File: src/rtl/bitfill_sequencer.sv
// Triangular (i,j) sweep that writes serial bits into a ROWS x DATA_W register
// array, skipping bit positions beyond the row width; combinational row read port.
module bitfill_sequencer #(
    parameter int ROWS     = 4,
    parameter int DATA_W   = 8,
    parameter int I_FIRST  = 1,
    parameter int I_LAST   = 2,
    parameter int J_OFFSET = 3,
    parameter int J_LAST   = 15,
    parameter int ROW_W    = 2
) (
    input  logic              clk,
    input  logic              rst_n,
    input  logic              start,
    input  logic              hold,
    input  logic              din,
    output logic              busy,
    output logic              done,
    output logic              wr_en,
    output logic [ROW_W-1:0]  wr_row,
    output logic [3:0]        wr_bit,
    output logic [7:0]        skip_cnt,
    input  logic [ROW_W-1:0]  rd_row,
    output logic [DATA_W-1:0] rd_data
);

    localparam int IDX_W = 8;
    localparam int BIT_W = (DATA_W > 1) ? $clog2(DATA_W) : 1;

    localparam logic [IDX_W-1:0] I_FIRST_V  = IDX_W'(I_FIRST);
    localparam logic [IDX_W-1:0] I_LAST_V   = IDX_W'(I_LAST);
    localparam logic [IDX_W-1:0] J_OFFSET_V = IDX_W'(J_OFFSET);
    localparam logic [IDX_W-1:0] J_LAST_V   = IDX_W'(J_LAST);
    localparam logic [IDX_W-1:0] DATA_W_V   = IDX_W'(DATA_W);

    typedef enum logic [1:0] {
        S_IDLE,
        S_RUN,
        S_DONE
    } state_t;

    state_t           state, state_nx;
    logic [IDX_W-1:0] i_q, i_nx;
    logic [IDX_W-1:0] j_q, j_nx;
    logic [7:0]       skip_q, skip_nx;
    logic             in_range;
    logic             in_data;

    logic [DATA_W-1:0] mem [ROWS];

    assign in_range = (j_q <= J_LAST_V);
    assign in_data  = (j_q < DATA_W_V);

    always_ff @(posedge clk or negedge rst_n) begin
        if (!rst_n) begin
            state  <= S_IDLE;
            i_q    <= '0;
            j_q    <= '0;
            skip_q <= '0;
        end else begin
            state  <= state_nx;
            i_q    <= i_nx;
            j_q    <= j_nx;
            skip_q <= skip_nx;
        end
    end

    always_comb begin
        state_nx = state;
        i_nx     = i_q;
        j_nx     = j_q;
        skip_nx  = skip_q;
        wr_en    = 1'b0;
        case (state)
            S_IDLE: begin
                if (start) begin
                    state_nx = S_RUN;
                    i_nx     = I_FIRST_V;
                    j_nx     = I_FIRST_V + J_OFFSET_V;
                    skip_nx  = '0;
                end
            end
            S_RUN: begin
                if (!hold) begin
                    // Out-of-range j is a bubble: neither a write nor a skip
                    if (in_range && in_data) begin
                        wr_en = 1'b1;
                    end else if (in_range && (skip_q != 8'hFF)) begin
                        skip_nx = skip_q + 8'd1;
                    end
                    if (j_q >= J_LAST_V) begin
                        if (i_q == I_LAST_V) begin
                            state_nx = S_DONE;
                        end else begin
                            i_nx = i_q + 1'b1;
                            j_nx = i_q + 1'b1 + J_OFFSET_V;
                        end
                    end else begin
                        j_nx = j_q + 1'b1;
                    end
                end
            end
            S_DONE: begin
                state_nx = S_IDLE;
            end
            default: begin
                state_nx = S_IDLE;
            end
        endcase
    end

    always_ff @(posedge clk or negedge rst_n) begin
        if (!rst_n) begin
            for (int unsigned r = 0; r < ROWS; r++) begin
                mem[r] <= '0;
            end
        end else if (wr_en) begin
            mem[i_q[ROW_W-1:0]][j_q[BIT_W-1:0]] <= din;
        end
    end

    assign busy     = (state == S_RUN);
    assign done     = (state == S_DONE);
    assign wr_row   = i_q[ROW_W-1:0];
    assign wr_bit   = j_q[3:0];
    assign skip_cnt = skip_q;
    assign rd_data  = mem[rd_row];

endmodule
File: config.mk
export PLATFORM = sky130hd
export DESIGN_NAME = bitfill_sequencer
export DESIGN_NICKNAME = d
export VERILOG_FILES = /design/src/rtl/bitfill_sequencer.sv
export SDC_FILE = /design/constraint.sdc
export NUM_CORES = 1
export LEC_CHECK = 0
export BUFFER_PORTS_ARGS = -buffer_cell sky130_fd_sc_hd__buf_2
export CAP_MARGIN = 15
export CORE_MARGIN = 4
export CORE_UTILIZATION = 60
export CTS_CLUSTER_SIZE = 14
export DETAILED_ROUTE_END_ITERATION = 10
export GPL_TIMING_DRIVEN = 0
export HOLD_SLACK_MARGIN = 0.02
export PLACE_DENSITY = 0.81
export RECOVER_POWER = 100
export SLEW_MARGIN = 20
export SYNTH_ARGS = -nofsm -noshare
export SYNTH_HDL_FRONTEND = slang
export SYNTH_SLANG_ARGS = --single-unit
File: constraint.sdc
create_clock -name clk -period 4.24 [get_ports clk]
set_input_delay 1.272 -clock clk [delete_from_list [all_inputs] [get_ports clk]]
set_output_delay 1.272 -clock clk [all_outputs]
set_load 0.01 [all_outputs]
# [Word-level counts from Yosys, hierarchy flattened]
# Index checks and enable logic that the tools add are counted.
[op_classes] n_addsub=4 order_cmp=8 eq_ne=12 mux=31 bitwise_logic=2 reduce_logical=10
[ops] operator="2-to-1 mux 8 bit" count=15
[ops] operator="one-hot mux 8 bit (2 select lines)" count=3
[ops] operator="bitwise mux 32 bit" count=1
[ops] operator="adder 8 x 1 -> 8 bit (second input constant)" count=3
[ops] operator="binary-select mux 8 bit (select 2 bit)" count=1
[ops] operator="demux 8 bit (select 2 bit)" count=1
[ops] operator="AND reduction 5 bit" count=2
[ops] operator="adder 8 x 2 -> 8 bit (second input constant)" count=1
[ops] operator="equality test 8 x 2 -> 1 bit (second input constant)" count=1
[ops] operator=">= comparator 8 x 4 -> 1 bit (second input constant)" count=1
[ops] operator="<= comparator 8 x 4 -> 1 bit (second input constant)" count=1
[ops] operator="less-than comparator 8 x 4 -> 1 bit (second input constant)" count=1
[ops] operator="2-to-1 mux 2 bit" count=4
[ops] operator="inequality test 2 bit (second input constant)" count=4
[ops] operator="inequality test 8 bit (second input constant)" count=1
[ops] operator="AND reduction 4 bit" count=2
[ops] operator=">= comparator 3 bit (second input constant)" count=2
[ops] operator="inequality test 2 x 1 -> 1 bit (second input constant)" count=3
[ops] operator="NOT 2 -> 3 bit" count=2
[ops] operator="logical AND 1 bit" count=4
[ops] operator="less-than comparator 3 x 4 -> 1 bit (second input constant)" count=1
[ops] operator="2-to-1 mux 1 bit" count=4
[ops] operator="one-hot mux 2 bit (2 select lines)" count=1
[ops] operator="demux 1 bit (select 3 bit)" count=1
[ops] operator="other kinds (7)" count=7
[totals] ff_bits=58 in_bits=7 output_inout_bits=25 wordCells=75

# [Depth between registers and ports, before layout]
[depth] word_depth=7 mapped_depth=9 ltp_nobuf=7

# [Worst setup path before layout]
# Ideal clock, no wire load.
[synth_timing] path_type="input to output" start="input port rd_row[0]" end="output port rd_data[0]" arrival_time_ps=2287 required_ps=2968 slack_ps=681 cell_stages=2 n_path_buf=1 cell_sequence="clkbuf_1 -> mux4_2"
[synth_between] elab_chain_cells=4
[synth_lines] item="start, declared" line="23" text="input logic [ROW_W-1:0] rd_row,"
[synth_lines] item="NOT 2 -> 3 bit (implied by the code)" line="127" text="assign rd_data = mem[rd_row];"
[synth_lines] item="binary-select mux 8 bit (select 2 bit)" line="127"
[synth_lines] item="2-to-1 mux 8 bit (implied by the code) (2 in a row)" line="127"
[synth_lines] item="end, declared" line="24" text="output logic [DATA_W-1:0] rd_data"
# No other way between the ends. The select of a mux whose other input is x is not followed.

# [Worst setup path after layout]
[layout_timing] start="input port rd_row[0]" end="output port rd_data[4]"
# Same word-level chain as after synthesis.

==> implementation parameters <==
Parameter                              Value

Status
  Status ... completed

Logic synthesis
  Count of different cell masters after synthesis ... 53
  Async set or reset register ratio after synthesis ... 100%
  Mapped Cells ... 332
  Total of warnings raised by yosys ... 0
  Number of flip-flops and latches in the synthesized netlist ... 58
  Per-instance average area after synthesis ... 10.2 um2
  Post-synth EDFFs ... 0
  Net count of the mapped netlist ... 345
  Dominant register cell in the synthesized netlist ... sky130_fd_sc_hd__dfrtp_1
  Share of the yosys chip area belonging to registers ... 42.8%
  Netlist Area Pre-Place ... 3390 um2

Clock tree
  Postcts setup bufs ... 0
  Max H-tree Level ... 3
  Clock-pin transition on the worst setup and hold timing paths ... 60 ps
  Total clock sinks ... 58
  TritonCTS clock tree ... yes
  Num CTS Buffers ... 9
  Clock root buffer master ... sky130_fd_sc_hd__clkbuf_8
  Insertion delay to the later sink of the worst-skew pair ... between 300 and 400 ps
  Post-CTS Hold Buffers ... 0
  Maximum buffer depth of the clock tree ... 2
  Post-cts gate resize count ... 0

Critical path
  Dominant cell type by count on the critical path ... sky130_fd_sc_hd__clkbuf_1
  Arrival time at the worst endpoint ... 2550 ps
  Endpoint kind of the worst setup timing path ... primary output
  Register-to-Register Setup Slack ... 1290 ps
  Slowest CP cell ... sky130_fd_sc_hd__mux4_2
  Critical Path, Cell by Cell ... clkbuf_1 > mux4_2 > clkbuf_1
  CP max stage delay ... 610 ps
  Launching element type of the critical path ... input pin
  Max FO, Critical Path ... 8
  Critical path type ... in2out
  Required @ worst endpoint ... 2970 ps

Timing
  Crit share post-route ... 90.2%
  Time the worst path needs with I/O delays and setup ... 3830 ps
  Timing-limited maximum frequency ... 0.261 GHz
  Hold slack final ... 506 ps
  Setup repair after global routing missed its margin ... false
  Slew headroom ... 5.42%
  Worst Tran Pin Value ... 1420 ps
  Final hold violations ... 0
  Final setup margin ... a little over 400 ps
  Number of setup violations in the final report ... 0
  Setup tns final ... 0 ps
  Setup skew after layout ... 8.27 ps
  Number of max-slew violations in the final report ... 0

Placement
  RD Place Congestion ... between 0.9 and 1
  DP Area ... 3630 um2
  Placed cell count ... roughly 430
  Count of input and output buffers ... 29
  Detailed placer's ending HPWL ... 5.25 mm
  Minimum setup slack after placement ... roughly 400 ps

Floorplan
  Die outline area ... 6910 um2
  Die Width ... 83.1 um
  I/O pins ... 32
  Effective utilization at floorplan ... 61.5%
  Vertical die dimension ... 83.1 um
  Placeable core region ... 5510 um2
  Number of placement rows ... 27

Pwr
  Net Sw Frac ... 36.5%
  Proportion of power drawn by flip-flops and latches ... 37.8%
  Total power consumption of the routed design ... ~2.3 mW
  Internal Power ... about 1.5 mW
  Maximum resistive drop on vdd ... 0.407 mV
  Pwr per Cell Area ... 605 nW/um2
  Share of total power in combinational logic ... 38.6%
  Clock network power share ... 23.7%
  Psw ... 0.835 mW
  Leakage ... between 1.5 and 2 nW

Routing
  Count of antenna-violating nets left after detailed routing ... 0
  Total length of routed wires ... about 7.6 mm
  Length of the first detailed-routing pass in iterations ... 4
  # DRC ... 0
  Ratio of routed vias to standard cells ... 5.96
  Detailed Route Iter0 Violations ... 224
  Routed length per placed instance ... roughly 17 um
  Overall via count from detail_route ... between 2000 and 3000

GRT
  Initial antenna violation count ... 0
  Global routing usage summed across all routing layers ... 23.5%
  Maximum number of pins on one net before global-route repair ... 59
  Via count of the first global-routing pass ... 2679
  Leftover overflow at the end of global routing ... 0
  Global-route wire length before repair ... 13.1 mm

Finish
  Final non-filler cell total ... 448
  FF+latch area ... 1450 um2
  Commonest non-fill, non-tap cell in the layout ... sky130_fd_sc_hd__dfrtp_1
  Most frequent cells in the layout ... sky130_fd_sc_hd__dfrtp_1 (58), sky130_fd_sc_hd__nor2_1 (44), sky130_fd_sc_hd__clkbuf_1 (42)
  Layout overhead on the synthesized area ... 11.6%
  Fraction of layout instances using a drive strength above 1 ... about a fifth
  Filler cell count in the final layout ... 450
  Multi-input gate area in the final layout ... between 1500 and 2000 um2
  ANT cells ... 0
  Final design utilization ... 68.7%
  Final-stage net count ... 385
  Final Instance Area ... approximately 3800 um2

Hold path
  Path category of the worst min-delay check ... reg2reg

Run
  Number of max-cap violations ... 0
==> flip-flops by register name, indices dropped and copies added (netlist names) <==
signal    flops
j_q           8
state         2
mem          32
i_q           8
skip_cnt      8
==> cell families (layout without fill, tap and decap cells) <==
group                      Yosys count  count (layout)  share of synthesized area, %
and+or+nand+nor                    123             123                          18.5
AOI/OAI and AO/OA                   60              60                          12.9
DFF                                 58              58                          42.8
muxes                               40              40                          16.0
buffers and inverters               34              78                          4.80
xor gates and xnor gates            11              11                          2.84
adders and majority gates            6               6                          2.22
==> metal layers <==
metal / track usage, % / wire (um)
met1: 34.1 / 3460
met2: 34.9 / 3520
met3: 5.85 / 498
met4: 7.28 / 129
met5: 0 / 0
==> synthesized netlist by cell type, drive strengths merged, types with 3 or more instances <==
cell	number	share of area, %
dfrtp	58	43
nor2	44	4.9
mux2	32	11
nand2	21	2.3
o21ai	21	3.1
clkbuf	15	1.7
buf	12	2.4
nand3	10	1.5
o31ai	9	2.0
mux4	8	5.3
inv	7	0.78
nand3b	7	1.6
a21oi	6	0.89
and3	6	1.1
ha	6	2.2
xor2	6	1.6
nor3	5	0.74
xnor2	5	1.3
and2	4	0.74
nand2b	4	0.74
nor2b	4	0.74
or3	4	0.81
nand4b	3	0.78
o2111ai	3	0.96
o211ai	3	0.66
o41ai	3	0.78
==> worst max-delay path: cells and delay by family <==
kind,cells,cell delay [ps]
buffers and inverters,2,670
muxes,1,610
==> final cells by class <==
class                   count  area share [%]
repair buffers             29            3.08
clock inverters             3            1.72
inverters                   7           0.695
multi-input cells         240            46.6
plain buffers              27            3.57
clock buffers              12            3.57
well taps                  72            2.38
flip-flops and latches     58            38.4
==> path summary, 6_finish.rpt <==
check                           startpoint    endpoint  cells after the start
worst max-delay path             rd_row[0]  rd_data[4]                      3
worst min-delay path               mem[26]     mem[26]                      1
worst max register to register      i_q[0]      i_q[6]                      8
worst min register to register     mem[26]     mem[26]                      1
max in group asynchronous            rst_n     mem[24]                      1
min in group asynchronous            rst_n      i_q[7]                      1
==> power by group through the flow <==
stage | Combinational (mW) | Clock [mW] | Sequential (mW)
after detailed placement | 0.897 | 0 | 0.869
after CTS | 0.902 | 0.547 | 0.861
after floorplan | 0.657 | 0 | 0.837
after global placement | 0.872 | 0 | 0.857
final | 0.882 | 0.541 | 0.864
after global routing | 0.983 | 0.581 | 0.885
Power figures use the tool's default switching activity.
